File: src/rtl/cpu_pkg.sv
// Shared definitions for the multicycle core: MIPS opcode encodings and the
// fetch unit state type.
package cpu_pkg;

   localparam logic [5:0] OP_RTYPE = 6'b000000;
   localparam logic [5:0] OP_LW    = 6'b100011;
   localparam logic [5:0] OP_SW    = 6'b101011;
   localparam logic [5:0] OP_BEQ   = 6'b000100;
   localparam logic [5:0] OP_J     = 6'b000010;

   typedef enum logic [1:0] {
      RST   = 2'd0,
      FETCH = 2'd1,
      HOLD  = 2'd2
   } ifu_state_t;

endpackage

File: src/rtl/pc_next_calc.sv
// Combinational next-PC selection: sequential, taken branch, or (with
// IFU_JUMP_EN defined) an absolute J-type jump.
module pc_next_calc
   import cpu_pkg::*;
#(
   parameter int ADDR_W = 32
) (
   input  logic [ADDR_W-1:0] pc,
   input  logic [31:0]       ir,
   input  logic              branch,
   input  logic              zero,
   output logic [ADDR_W-1:0] pc_plus4,
   output logic [ADDR_W-1:0] next_pc
);

`ifdef IFU_JUMP_EN
   localparam bit JUMP_EN = 1'b1;
`else
   localparam bit JUMP_EN = 1'b0;
`endif

   logic [ADDR_W-1:0] branch_off;
   logic [ADDR_W-1:0] branch_target;
   logic [ADDR_W-1:0] jump_target;
   logic              is_jump;

   // Word offset is sign-extended then scaled by 4; adds wrap modulo 2^ADDR_W.
   assign pc_plus4      = pc + ADDR_W'(4);
   assign branch_off    = {{(ADDR_W-18){ir[15]}}, ir[15:0], 2'b00};
   assign branch_target = pc_plus4 + branch_off;
   assign jump_target   = {pc_plus4[ADDR_W-1:28], ir[25:0], 2'b00};
   assign is_jump       = JUMP_EN && (ir[31:26] == OP_J);

   always_comb begin
      next_pc = pc_plus4;
      if (is_jump)
         next_pc = jump_target;
      else if (branch && zero)
         next_pc = branch_target;
   end

endmodule

File: src/rtl/inst_fetch_unit.sv
// Instruction fetch unit: fetches into IR, hands it to decode, picks next PC.
// Optional J-type support is enabled by defining IFU_JUMP_EN.
module inst_fetch_unit #(
   parameter int                ADDR_W   = 32,
   parameter int                DATA_W   = 32,
   parameter logic [ADDR_W-1:0] RESET_PC = 32'h0000_0000
) (
   input  logic              clk,
   input  logic              rst_n,
   output logic              imem_req,
   output logic [ADDR_W-1:0] imem_addr,
   input  logic              imem_ack,
   input  logic [DATA_W-1:0] imem_rdata,
   output logic              inst_valid,
   input  logic              inst_ready,
   output logic [DATA_W-1:0] inst,
   output logic [5:0]        ctl_op,
   output logic [ADDR_W-1:0] pc,
   output logic [ADDR_W-1:0] pc_plus4,
   input  logic              branch,
   input  logic              zero
);
   import cpu_pkg::*;

   localparam logic [ADDR_W-1:0] RESET_PC_ALIGNED = RESET_PC & ~ADDR_W'(3);

   ifu_state_t        state;
   ifu_state_t        state_next;
   logic [DATA_W-1:0] ir;
   logic [ADDR_W-1:0] pc_q;
   logic [ADDR_W-1:0] next_pc;

   always_ff @(posedge clk or negedge rst_n) begin
      if (!rst_n)
         state <= RST;
      else
         state <= state_next;
   end

   always_comb begin
      state_next = state;
      case (state)
         RST:     state_next = FETCH;
         FETCH:   if (imem_ack)   state_next = HOLD;
         HOLD:    if (inst_ready) state_next = FETCH;
         default: state_next = RST;
      endcase
   end

   // IR only loads on an ack during FETCH; acks in RST or HOLD are dropped.
   always_ff @(posedge clk or negedge rst_n) begin
      if (!rst_n) begin
         pc_q <= RESET_PC_ALIGNED;
         ir   <= '0;
      end else begin
         if (state == FETCH && imem_ack)
            ir <= imem_rdata;
         if (state == HOLD && inst_ready)
            pc_q <= next_pc;
      end
   end

   pc_next_calc #(
      .ADDR_W (ADDR_W)
   ) u_pc_next_calc (
      .pc       (pc_q),
      .ir       (ir[31:0]),
      .branch   (branch),
      .zero     (zero),
      .pc_plus4 (pc_plus4),
      .next_pc  (next_pc)
   );

   assign imem_req   = (state == FETCH);
   assign imem_addr  = pc_q;
   assign inst_valid = (state == HOLD);
   assign inst       = ir;
   assign ctl_op     = ir[31:26];
   assign pc         = pc_q;

endmodule

File: config.mk
export PLATFORM = sky130hd
export DESIGN_NAME = inst_fetch_unit
export DESIGN_NICKNAME = d
export VERILOG_FILES = /design/src/rtl/cpu_pkg.sv /design/src/rtl/pc_next_calc.sv /design/src/rtl/inst_fetch_unit.sv
export SDC_FILE = /design/constraint.sdc
export NUM_CORES = 1
export LEC_CHECK = 0
export BUFFER_PORTS_ARGS = -buffer_cell sky130_fd_sc_hd__clkbuf_2
export CAP_MARGIN = 20
export CORE_AREA = 2 2 105 107
export DETAILED_ROUTE_END_ITERATION = 6
export DIE_AREA = 0 0 107 109
export GPL_ROUTABILITY_DRIVEN = 0
export GPL_TIMING_DRIVEN = 0
export PLACE_DENSITY = 0.87
export SETUP_SLACK_MARGIN = 0.02
export SLEW_MARGIN = 25
export SYNTH_ARGS = -nofsm -noshare
export SYNTH_HDL_FRONTEND = slang
export SYNTH_SLANG_ARGS = --single-unit
File: constraint.sdc
create_clock -name clk -period 8 [get_ports clk]
set_input_delay 1.2 -clock clk [delete_from_list [all_inputs] [get_ports clk]]
set_output_delay 1.2 -clock clk [all_outputs]
set_load 0.02 [all_outputs]
Word-level counts from Yosys, hierarchy flattened
Index checks and enable logic that the tools add are counted.

Output and inout bits: 136. Bits of input ports: 38. Register bits after elaboration: 66.

$add $sub $neg: 2. Equal/unequal tests: 4. Reductions and logical operators: 5. Mux-type cells: 4.

Operators with widths (number): adder 32 x 3 -> 32 bit (second input constant) (1); adder 32 bit (1); two-way mux 32 bit (1); case mux 2 bit (3 select lines) (1); two-way mux 2 bit (2); != test 2 x 1 -> 1 bit (second input constant) (2); logical AND 1 bit (3); == test 2 x 1 -> 1 bit (second input constant) (1); == test 2 bit (second input constant) (1); zero test 2 bit (1); AND reduction 2 bit (1).

Longest topological paths before layout
Gate-level depths: netlist of run 1.

Word-level depth: 3. Depth in mapped cells: 18. Depth with buffers taken out: 16.

Cells and area by module
A second synthesis of run 1 with hierarchy kept.

Cells, all modules: 583. Area total of the unflattened synthesis: 5566.6 µm².

Modules (own cells, without submodules): inst_fetch_unit (area an instance 2916.5 µm², cells each 182, seq. area each 1651.6 µm², instances 1); pc_next_calc (area an instance 2650.0 µm², cells each 401, seq. area each 0.0 µm², instances 1).

Worst setup path before layout of run 1
OpenSTA, ideal clock, no wires.

Path type: flip-flop to flip-flop. From: register pc_q[2] (netlist: imem_addr[2]). To: register pc_q[31] (netlist: imem_addr[31]). Setup slack: 3.700 ns. Data required time: 7.920 ns. Setup time: 0.080 ns. Arrival time: 4.220 ns. Buffers on the path: 0. Cell stages (with the launch flop): 16. Cells stage by stage: dfrtp_1 > ha_1 > nand3_2 > nor4_4 > and3_1 > and3_1 > xor2_1 > ha_1 > and4_1 > a221oi_2 > nor2_2 > o21ai_1 > a31oi_1 > or4_4 > a21oi_2 > xor2_1.

Cells in the longest elaborated chain, start to end: 3.

Ends and longest elaborated chain: start, declared (line inst_fetch_unit.sv:30) `logic [ADDR_W-1:0] pc_q;`; start signal, assigned (line inst_fetch_unit.sv:59) `pc_q <= next_pc;`; adder 32 x 3 -> 32 bit (line pc_next_calc.sv:28) `assign pc_plus4 = pc + ADDR_W'(4);`; named net pc_plus4[20] (line inst_fetch_unit.sv:19) `output logic [ADDR_W-1:0] pc_plus4,`; adder 32 bit (line pc_next_calc.sv:30) `assign branch_target = pc_plus4 + branch_off;`; two-way mux 32 bit (line pc_next_calc.sv:38) `else if (branch && zero)`.

The timed path passes the listed nets, and every way through them passes these cells. A chain may end at the register's enable or synchronous reset.

Worst setup path after layout of run 1
From: register pc_q[2] (netlist: imem_addr[2]). To: register pc_q[31] (netlist: imem_addr[31]).

Cells in the longest elaborated chain, start to end: 3.

Ends and longest elaborated chain (line): adder 32 x 3 -> 32 bit * (pc_next_calc.sv:28); adder 32 bit (pc_next_calc.sv:30); two-way mux 32 bit * (pc_next_calc.sv:38).

Mark *: on every way between the ends. The rest lies on a longest branch, timed or not.

==> impl_metrics.ini, run 1 <==
[run_status]
result_of_the_run = finished clean

[global_route]
grt_use_total_pct = 25.6
number_of_antenna_violations_at_the_first_check_in_global_routing = 0
grt-ovfl-total = 0
grt_use_met3_pct = 4.42
busiest_layer = met2
groute.layer.met1.usage_pct = 32.6
grt_pass1_vias = 4832
largest_net_degree_at_the_start_of_global_routing = 37
grt_first_pass_wirelength_um = 23600
met2_usage_pct = 43.9

[timing]
finalSetupViolCount = 0
maxSlewViolCount = 0
report.final.hold_viol_count = 0
final.period_utilization_pct = 57.9
period_needed_ps = 4630
relSlewSlack_pct = 46.0
worst_slack_ps = 3370
timing.hold.ws_ps = 502
setup_total_negative_slack_ps = 0
setup_repair_after_global_routing_missed_its_margin = no
maxClockFrequency_mhz = 216
fin_skew_ps = 5.61
worst-slew-pin-transition_ps = 810

[place]
cell_count_after_placement = 918
place.detailed.hpwl_um = 11500
place_worst_setup_slack_ps = 3450
port-buffer-count = 167

[yosys]
post_synth_main_area_contributors = dfrtp_1, ha_1, mux2_2
netlist_area_mm2 = 0.00523
synth-edff-count = 0
async_flop_share_pct = 100
top_cell_type_by_total_area_after_synthesis = dfrtp_1
synth.yosys.warnings = 0
postSynthRegisterBits = 64
post_synth_num_cell_types = 61
netlist_instances = 605
synth_seq_area_share_pct = 30.6
synth_area_per_cell_um2 = 8.65
synthFlopType = dfrtp_1
synthDominantCellAreaShare_pct = 30.6

[cells_and_area]
multi_input_comb_area_mm2 = 0.00321
layout.area.seq_mm2 = 0.00160
post_route_cells_drive_above_1_share_pct = 35.1
n_antenna_cell = 0
stdcell_count = 934
syn2layout_area_growth_pct = 24.3
fillerInstances = 965
fin_nets = 864

[clock_tree]
cts_max_path_buffers = 2
post_cts_buffers = 0
numCtsBuffers = 9
cts-hold-fix-buffers = 0
clock_tree.root_cell = clkbuf_8
cts_tree = built
clock_latency_ps = 340
post_cts_resized = 0
cts.htree.levels = 3
clkSinkCount = 64
path_clk_slew_ps = 70

[route]
dr_total_vias = 5194
drc = 0
drt.antenna.violating_nets = 0
routedWlPerCell_um = 15.9
vias_per_cell = 5.56
detail_route.iter0.violations = 377
finalWirelength_um = 14900
firstDrtPassIters = 5

[critical_path]
crit_cells = 16
cp_cell_sequence = ha_1 > nand3_2 > nor4_4 > and3_1 > and3_1 > xor2_1 > ha_1 > and4_1 > nor2b_1 > nand3_1 > a211oi_2 > o21ai_1 > and4_1 > or4_4 > a21oi_2 > xor2_1
worst_path_max_stage_delay_ps = 550
reg2reg_depth = 16
top_family_by_delay_on_critical_path = simple AND/OR/NAND/NOR gates
critical_path.n_buffers_inverters = 0
criticalPathCategory = reg2reg
critPathLaunchType = flip-flop
critical_path_peak_fanout = 8
crit_required_ps = 8270
timing.critical_path.from = imem_addr[2]$_DFFE_PN0P_
critPathCaptureType = flip-flop
rr_startpoint = imem_addr[2]$_DFFE_PN0P_
cell_with_the_biggest_individual_delay_on_the_critical_path = nor4_4
critical_path_arrival_ps = 4900

[floorplanning]
die_y_um = 109
dieWidth_um = 107
floorplan.die_area_mm2 = 0.0117
floorplan.initialDensity_pct = 49.4
design.core.area_mm2 = 0.0106
placementRows = 38
io-pin-count = 174

[flow_run]
cap_violations = 0

[power_and_ir_drop]
pwr_density_cell_mw_per_mm2 = 540
p_leak_nw = 3.19
max-vdd-ir-drop_uv = 307

[hold_path]
hold_class = reg2reg
min_path_cells = 1
min-delay-start = state[1]$_DFFE_PN0P_
[per-stage QoR]
stage          area [um2]  utilization, %  total power [mW]
2_1_floorplan        5250               -              2.50
3_5_place_dp         6280            59.3              3.18
6_report             6500            61.3              3.51
4_1_cts              6500            61.3              3.50
3_3_place_gp         6260            59.1              3.12
5_1_grt              6500            61.3              3.78
[metal layers]
metal | part of all wire (%) | wire, um
met1 | 41 | 6040
met2 | 49 | 7310
met3 | 8.9 | 1330
met4 | 1.4 | 209
met5 | 0 | 0
[cell usage after synthesis (10+ instances only)]
master,n
o21ai_0,41
xnor2_1,23
mux2_2,32
nor2_1,43
a31oi_1,10
o21ai_1,12
dfrtp_1,64
xor2_1,24
inv_1,13
nand2_1,58
a21oi_1,49
buf_4,43
nand3_1,22
clkbuf_1,18
ha_1,36
[cell families (layout without fill, tap and decap cells)]
logic type,count (synthesis),count (layout),share of synthesized area (%)
mux,35,35,7.51
buf+inv,75,259,8.49
simple gates,186,186,18.0
flops,64,64,30.6
other cells,1,6,0.0717
fa+ha+maj,37,37,8.99
compound gates,160,160,18.4
xor+xnor,47,47,7.87
[layout by cell type, fill, tap and decap left out, types with 13 or more instances in the layout]
cell type and instances:
a21oi_1 49, buf_4 43, clkbuf_1 19, clkbuf_2 166, clkbuf_8 13, dfrtp_1 64, ha_1 36, inv_1 13
mux2_2 32, nand2_1 58, nand3_1 22, nor2_1 43, o21ai_0 41, xnor2_1 23, xor2_1 24
[power by group]
group | internal, mW | switching, mW
clock network | 0.178 | 0.130
registers | 0.482 | 0.240
logic | 1.01 | 1.47
total | 1.67 | 1.84
[worst register-to-register path: stages (launching register included)]
cell and delay [ps]:
dfrtp_1 460, ha_1 310, nand3_2 170, nor4_4 560
and3_1 330, and3_1 200, xor2_1 290, ha_1 250
and4_1 250, nor2b_1 200, nand3_1 160, a211oi_2 320
o21ai_1 130, and4_1 220, or4_4 420, a21oi_2 150
xor2_1 150
[state kept, by name, indices dropped and copies added (netlist names)]
| signal | flops |
|---|---|
| imem_addr | 30 |
| inst | 32 |
| state | 2 |
[worst paths after layout]
kind | endpoint | slack, ps
setup reg to reg | imem_addr[31]$_DFFE_PN0P_ | 3370
hold / removal | state[0]$_DFFE_PN0P_ | 500
setup / recovery | imem_addr[31]$_DFFE_PN0P_ | 3370
max in group asynchronous | imem_addr[19]$_DFFE_PN0P_ | 6630
hold reg to reg | state[0]$_DFFE_PN0P_ | 500
min in group asynchronous | imem_addr[3]$_DFFE_PN0P_ | 820
[area by class of cell]
type,instances,share of cell area (%)
multi-input combinational,471,49.3
sequential,64,24.6
clock inverter,2,0.539
buffer,62,6.08
inverter,13,0.750
clock buffer,14,2.81
tap,140,2.69
timing repair buffer,168,13.2
No activity file was read; power rests on OpenSTA's default activity.
==> inputs of run 2 (changes only) <==
Clock period 8 ns to 4.8 ns, I/O delays scaled along.
==> run 2 against run 1 <==
  * The run now ends with DRC left
  * Count of clock-buffer cells in the layout is the same
  * Sequential share of layout area is 0.085 points lower
  * Hold slack got worse by 170 ps
  * Power grew 67%
  * Setup slack got worse by 3000 ps
  * Largest cell class unchanged
  * Highest routed layer unchanged
==> impl_metrics.ini, run 2 (synthesis results as in run 1) <==
[run_status]
result_of_the_run = complete, but fails checks
violations = DRC

[floorplanning]
floorplan.die_area_mm2 = 0.0117
placementRows = 38
dieWidth_um = 107
io-pin-count = 174
die_y_um = 109
floorplan.initialDensity_pct = 49.4
design.core.area_mm2 = 0.0106

[hold_path]
hold_class = in2async

[cells_and_area]
stdcell_count = 937
largest_register_ff_count = 32
finish.instance_area_mm2 = 0.00653
fin_nets = 867
finalCoreUtilization_pct = 61.5
mostFrequentLayoutCell = clkbuf_2
syn2layout_area_growth_pct = 24.7
layout.cells.most_common_list = clkbuf_2, dfrtp_1, nand2_1, a21oi_1, buf_4
post_route_cells_drive_above_1_share_pct = 35.4
n_antenna_cell = 0

[power_and_ir_drop]
design_power_total_mw = 5.85
power.net_switching_mw = 3.07
combinationalPowerShare_pct = 70.7
seqPwrFrac_pct = 20.6
p_leak_nw = 3.21
clock_power_share_pct = 8.8
swShare_pct = 52.5
max-vdd-ir-drop_uv = 511
pwr_density_cell_mw_per_mm2 = 896
power.internal_mw = 2.78

[route]
drt.antenna.violating_nets = 0
drc = 1
routedWlPerCell_um = 15.9
detail_route.iter0.violations = 407
vias_per_cell = 5.55
dr_total_vias = 5204
finalWirelength_um = 14900
firstDrtPassIters = 7

[critical_path]
critical_path_arrival_ps = 4690
top_family_by_delay_on_critical_path = simple AND/OR/NAND/NOR gates
critical_path_peak_fanout = 8
rr_startpoint = imem_addr[2]$_DFFE_PN0P_
critPathCaptureType = flip-flop
criticalPathCategory = reg2reg
timing.rr.end = imem_addr[31]$_DFFE_PN0P_
crit_required_ps = 5070
reg2reg_depth = 17
timing.critical_path.from = imem_addr[2]$_DFFE_PN0P_
rrSetupSlack_ps = 380
critPathLaunchType = flip-flop
cp_cell_sequence = ha_1 > nand3_2 > nor4_4 > buf_4 > and3_1 > and3_1 > xor2_1 > ha_1 > and4_1 > nor2b_1 > nand3_1 > a211oi_2 > o21ai_1 > and4_1 > or4_4 > a21oi_2 > xor2_1
critical_path.endpoint = imem_addr[31]$_DFFE_PN0P_
worst_path_max_stage_delay_ps = 470
crit_cells = 17
critical_path.n_buffers_inverters = 1
cell_with_the_biggest_individual_delay_on_the_critical_path = dfrtp_1

[timing]
setup_total_negative_slack_ps = 0
worst-slew-pin-transition_ps = 814
worst_slack_ps = 382
fin_skew_ps = 5.41
report.final.hold_viol_count = 0
maxSlewViolCount = 0
setup_repair_after_global_routing_missed_its_margin = no
maxClockFrequency_mhz = 226
period_needed_ps = 4420
relSlewSlack_pct = 45.7
timing.hold.ws_ps = 334
final.period_utilization_pct = 92.0
finalSetupViolCount = 0

[clock_tree]
clock_latency_ps = 340
post_cts_resized = 0
clkSinkCount = 64
cts.htree.levels = 3
clock_tree.root_cell = clkbuf_8
numCtsBuffers = 9
cts_max_path_buffers = 2
cts_tree = built
path_clk_slew_ps = 70

[flow_run]
cap_violations = 0

[global_route]
largest_net_degree_at_the_start_of_global_routing = 37
grt_use_total_pct = 25.6
grt_pass1_vias = 4832
number_of_antenna_violations_at_the_first_check_in_global_routing = 0
grt_first_pass_wirelength_um = 23600
grt-ovfl-total = 0

[place]
port-buffer-count = 167
postPlaceCellArea_mm2 = 0.00628
place.detailed.hpwl_um = 11500
place_worst_setup_slack_ps = 252
cell_count_after_placement = 918
==> run 2: per-layer routing <==
layer  vias to the layer above  wire length, um  GRT usage, %
met4                         0              227          9.18
met5                         -                0             0
met3                        31             1340          4.42
li1                       2509                -             -
met1                      2398             6100          32.6
met2                       266             7280          43.9
==> run 2: worst register-to-register path, cell delays in order, from the launching register on <==
cell and delay [ps]:
dfrtp_1 470, ha_1 310, nand3_2 160, nor4_4 230
buf_4 190, and3_1 260, and3_1 200, xor2_1 300
ha_1 250, and4_1 240, nor2b_1 200, nand3_1 150
a211oi_2 310, o21ai_1 130, and4_1 220, or4_4 420
a21oi_2 150, xor2_1 150
==> run 2: what timing repair did <==
item | CTS | global route
setup buffers | 0 | 3
hold buffers | 0 | 0
setup endpoints to repair | 0 | 1
==> run 2: worst min path at each step <==
| stage | cells past startpoint | end | from |
|---|---|---|---|
| 2_1_floorplan | 0 | imem_addr[10]$_DFFE_PN0P_ | rst_n |
| 3_3_place_gp | 1 | state[0]$_DFFE_PN0P_ | state[1]$_DFFE_PN0P_ |
| 3_5_place_dp | 1 | state[0]$_DFFE_PN0P_ | state[1]$_DFFE_PN0P_ |
| 4_1_cts | 1 | imem_addr[3]$_DFFE_PN0P_ | rst_n |
| 5_1_grt | 1 | inst[28]$_DFFE_PN0P_ | rst_n |
| 6_report | 1 | imem_addr[3]$_DFFE_PN0P_ | rst_n |
==> run 2: power groups by stage <==
stage,logic (mW),clock network [mW],registers (mW)
2_1_floorplan,2.74,0,1.43
3_3_place_gp,4.00,0,1.20
3_5_place_dp,4.09,0,1.21
4_1_cts,4.11,0.521,1.20
5_1_grt,4.51,0.540,1.25
6_report,4.13,0.513,1.20
==> run 2: layout make-up <==
class / instances / area [um2]
inverter: 13 / 48.8
clock inverter: 2 / 35.0
fill: 960 / 4080
tap: 140 / 175
sequential: 64 / 1600
multi-input combinational: 471 / 3210
buffer: 62 / 395
timing repair buffer: 171 / 881
clock buffer: 14 / 183
==> inputs of run 3 (changes only) <==
Settings changed: ABC_AREA set to 1, CORE_AREA 2 2 105 107 to 2 2 114 116, DIE_AREA 0 0 107 109 to 0 0 116 118, PLACE_DENSITY 0.87 to 0.85, TNS_END_PERCENT set to 20.
==> run 3 against run 2 <==
  * The flow now finishes without violations
  * Design area grew 18%
  * Critical path depth grew 1
  * Synthesized area grew 20%
  * Utilization grew 0.23 points
  * Setup slack gained 670 ps
  * Flip-flop and latch count is the same
  * Count of clock-buffer cells in the layout shrank 4
  * Hold slack lost 35 ps
  * Via count grew 31%
  * Sequential power is essentially flat
  * Die area grew 17%
  * Largest cell class unchanged
==> impl_metrics.ini, run 3 <==
[critical_path]
timing.critical_path.from = imem_addr[3]$_DFFE_PN0P_
rr_startpoint = imem_addr[3]$_DFFE_PN0P_
criticalPathCategory = reg2reg
critical_path_peak_fanout = 7
crit_required_ps = 5040
critPathLaunchType = flip-flop
critical_path_arrival_ps = 3980
critPathCaptureType = flip-flop

[timing]
period_needed_ps = 3740
setup_total_negative_slack_ps = 0
finalSetupViolCount = 0
final.period_utilization_pct = 78.0
relSlewSlack_pct = 45.3
setup_repair_after_global_routing_missed_its_margin = no
maxSlewViolCount = 0
report.final.hold_viol_count = 0
fin_skew_ps = 7.49
maxClockFrequency_mhz = 267
worst-slew-pin-transition_ps = 820

[power_and_ir_drop]
max-vdd-ir-drop_uv = 485
pwr_density_cell_mw_per_mm2 = 877
p_leak_nw = 4.40

[yosys]
netlist_instances = 978
async_flop_share_pct = 100
post_synth_main_area_contributors = dfrtp_1, nand2_1, inv_1
top_cell_type_by_total_area_after_synthesis = dfrtp_1
synth_seq_area_share_pct = 25.6
synth_area_per_cell_um2 = 6.40
post_synth_most_frequent_cells = nand2_1, inv_1, nor2_1, nand3_1, dfrtp_1
synth.yosys.warnings = 0
synthFlopType = dfrtp_1
synth-edff-count = 0
synth_most_common_cell = nand2_1
synthDominantCellAreaShare_pct = 25.6
postSynthRegisterBits = 64
post_synth_num_cell_types = 40
netlist_area_mm2 = 0.00626

[cells_and_area]
largest_register_ff_count = 32
finalCoreUtilization_pct = 61.8
mostFrequentLayoutCell = nand2_1
multi_input_comb_area_mm2 = 0.00372
layout.area.seq_mm2 = 0.00160
syn2layout_area_growth_pct = 22.6
fin_nets = 1237
fillerInstances = 1185
post_route_cells_drive_above_1_share_pct = 25.4
n_antenna_cell = 0
layout.cells.most_common_list = nand2_1, clkbuf_2, inv_1, nor2_1, nand3_1

[clock_tree]
numCtsBuffers = 9
clkSinkCount = 64
cts.htree.levels = 3
cts_tree = built
path_clk_slew_ps = 60
clock_latency_ps = 350
cts_max_path_buffers = 2
post_cts_resized = 0
clock_tree.root_cell = clkbuf_16
cts-hold-fix-buffers = 0
post_cts_buffers = 0

[route]
drc = 0
detail_route.iter0.violations = 650
vias_per_cell = 5.11
firstDrtPassIters = 7
drt.antenna.violating_nets = 0
finalWirelength_um = 18800
routedWlPerCell_um = 14.0
dr_total_vias = 6835

[global_route]
grt-ovfl-total = 0
grt_first_pass_wirelength_um = 30800
grt_use_total_pct = 28.5
grt_pass1_vias = 6423
number_of_antenna_violations_at_the_first_check_in_global_routing = 0
largest_net_degree_at_the_start_of_global_routing = 45

[floorplanning]
placementRows = 41
io-pin-count = 174
dieWidth_um = 116
floorplan.initialDensity_pct = 50.4
design.core.area_mm2 = 0.0124
floorplan.die_area_mm2 = 0.0137
die_y_um = 118

[run_status]
result_of_the_run = finished clean

[flow_run]
cap_violations = 0

[place]
port-buffer-count = 167
place.detailed.hpwl_um = 15300

[hold_path]
hold_class = in2async
## run 3: cell families (layout without fill, tap and decap cells)
group	count (synthesis)	count (layout)	share of synthesized area (%)
other cells	1	6	0.0599
xor+xnor	17	17	2.50
simple gates	536	536	36.1
fa+ha+maj	37	37	7.52
buf+inv	209	392	15.2
compound gates	83	83	7.42
flops	64	64	25.6
mux	31	31	5.58
## run 3: path summary, 6_finish.rpt
| path | slack [ps] | cells past startpoint | endpoint |
|---|---|---|---|
| worst max-delay path | 1060 | 18 | imem_addr[15]$_DFFE_PN0P_ |
| min in group clk | 490 | 1 | state[0]$_DFFE_PN0P_ |
| worst min-delay path | 300 | 1 | imem_addr[18]$_DFFE_PN0P_ |
| worst min register to register | 490 | 1 | state[0]$_DFFE_PN0P_ |
| worst max register to register | 1060 | 18 | imem_addr[15]$_DFFE_PN0P_ |
| max in group asynchronous | 3960 | 2 | inst[12]$_DFFE_PN0P_ |
## run 3: final cells by class
cell class                      instances  area share, %
Sequential cell                        64           20.9
Inverter                              154           7.54
Buffer                                 55           4.89
Clock buffer                           10           3.12
Tap cell                              172           2.81
Timing Repair Buffer                  168           11.2
Clock inverter                          5           1.06
Multi-Input combinational cell        710           48.5
## run 3: metrics by stage
stage | std cells | cell area, um2 | power, mW | hold slack (ps) | setup slack, ps
3_5_place_dp | 1323 | 7350 | 5.91 | 488 | 1210
5_1_grt | 1338 | 7670 | 7.33 | 326 | 883
2_1_floorplan | 983 | 6270 | 4.57 | 424 | 1790
3_3_place_gp | 1322 | 7330 | 5.79 | 475 | 1240
4_1_cts | 1338 | 7670 | 6.66 | 307 | 1190
6_report | 1338 | 7670 | 6.73 | 300 | 1060
## run 3: critical path, cell delays in order (launching register included)
cell	delay, ps
dfrtp_1	450
ha_1	320
nand2_1	130
nor2_2	210
inv_1	110
nor2_1	330
xor2_1	360
inv_1	110
ha_1	380
nand2_1	100
inv_1	60
nand2_1	100
inv_1	70
a21oi_1	140
nand2_1	160
o21ai_0	370
nand2_1	100
nand2_1	90
nand2_1	50
## run 3: layer usage
layer  routed length, um  vias up  global-route usage (%)
met2                8590      328                    45.8
met3                1550       66                    5.97
li1                    -     3382                       -
met1                7830     3059                    36.5
met4                 822        0                    12.7
met5                   0        -                       0
## run 3: report_power, final
group / internal [mW] / leakage, nW / switching [mW]
Sequential: 0.806 / 0.761 / 0.369
Combinational: 1.72 / 3.48 / 3.10
Clock: 0.466 / 0.155 / 0.264
Total: 2.99 / 4.40 / 3.74
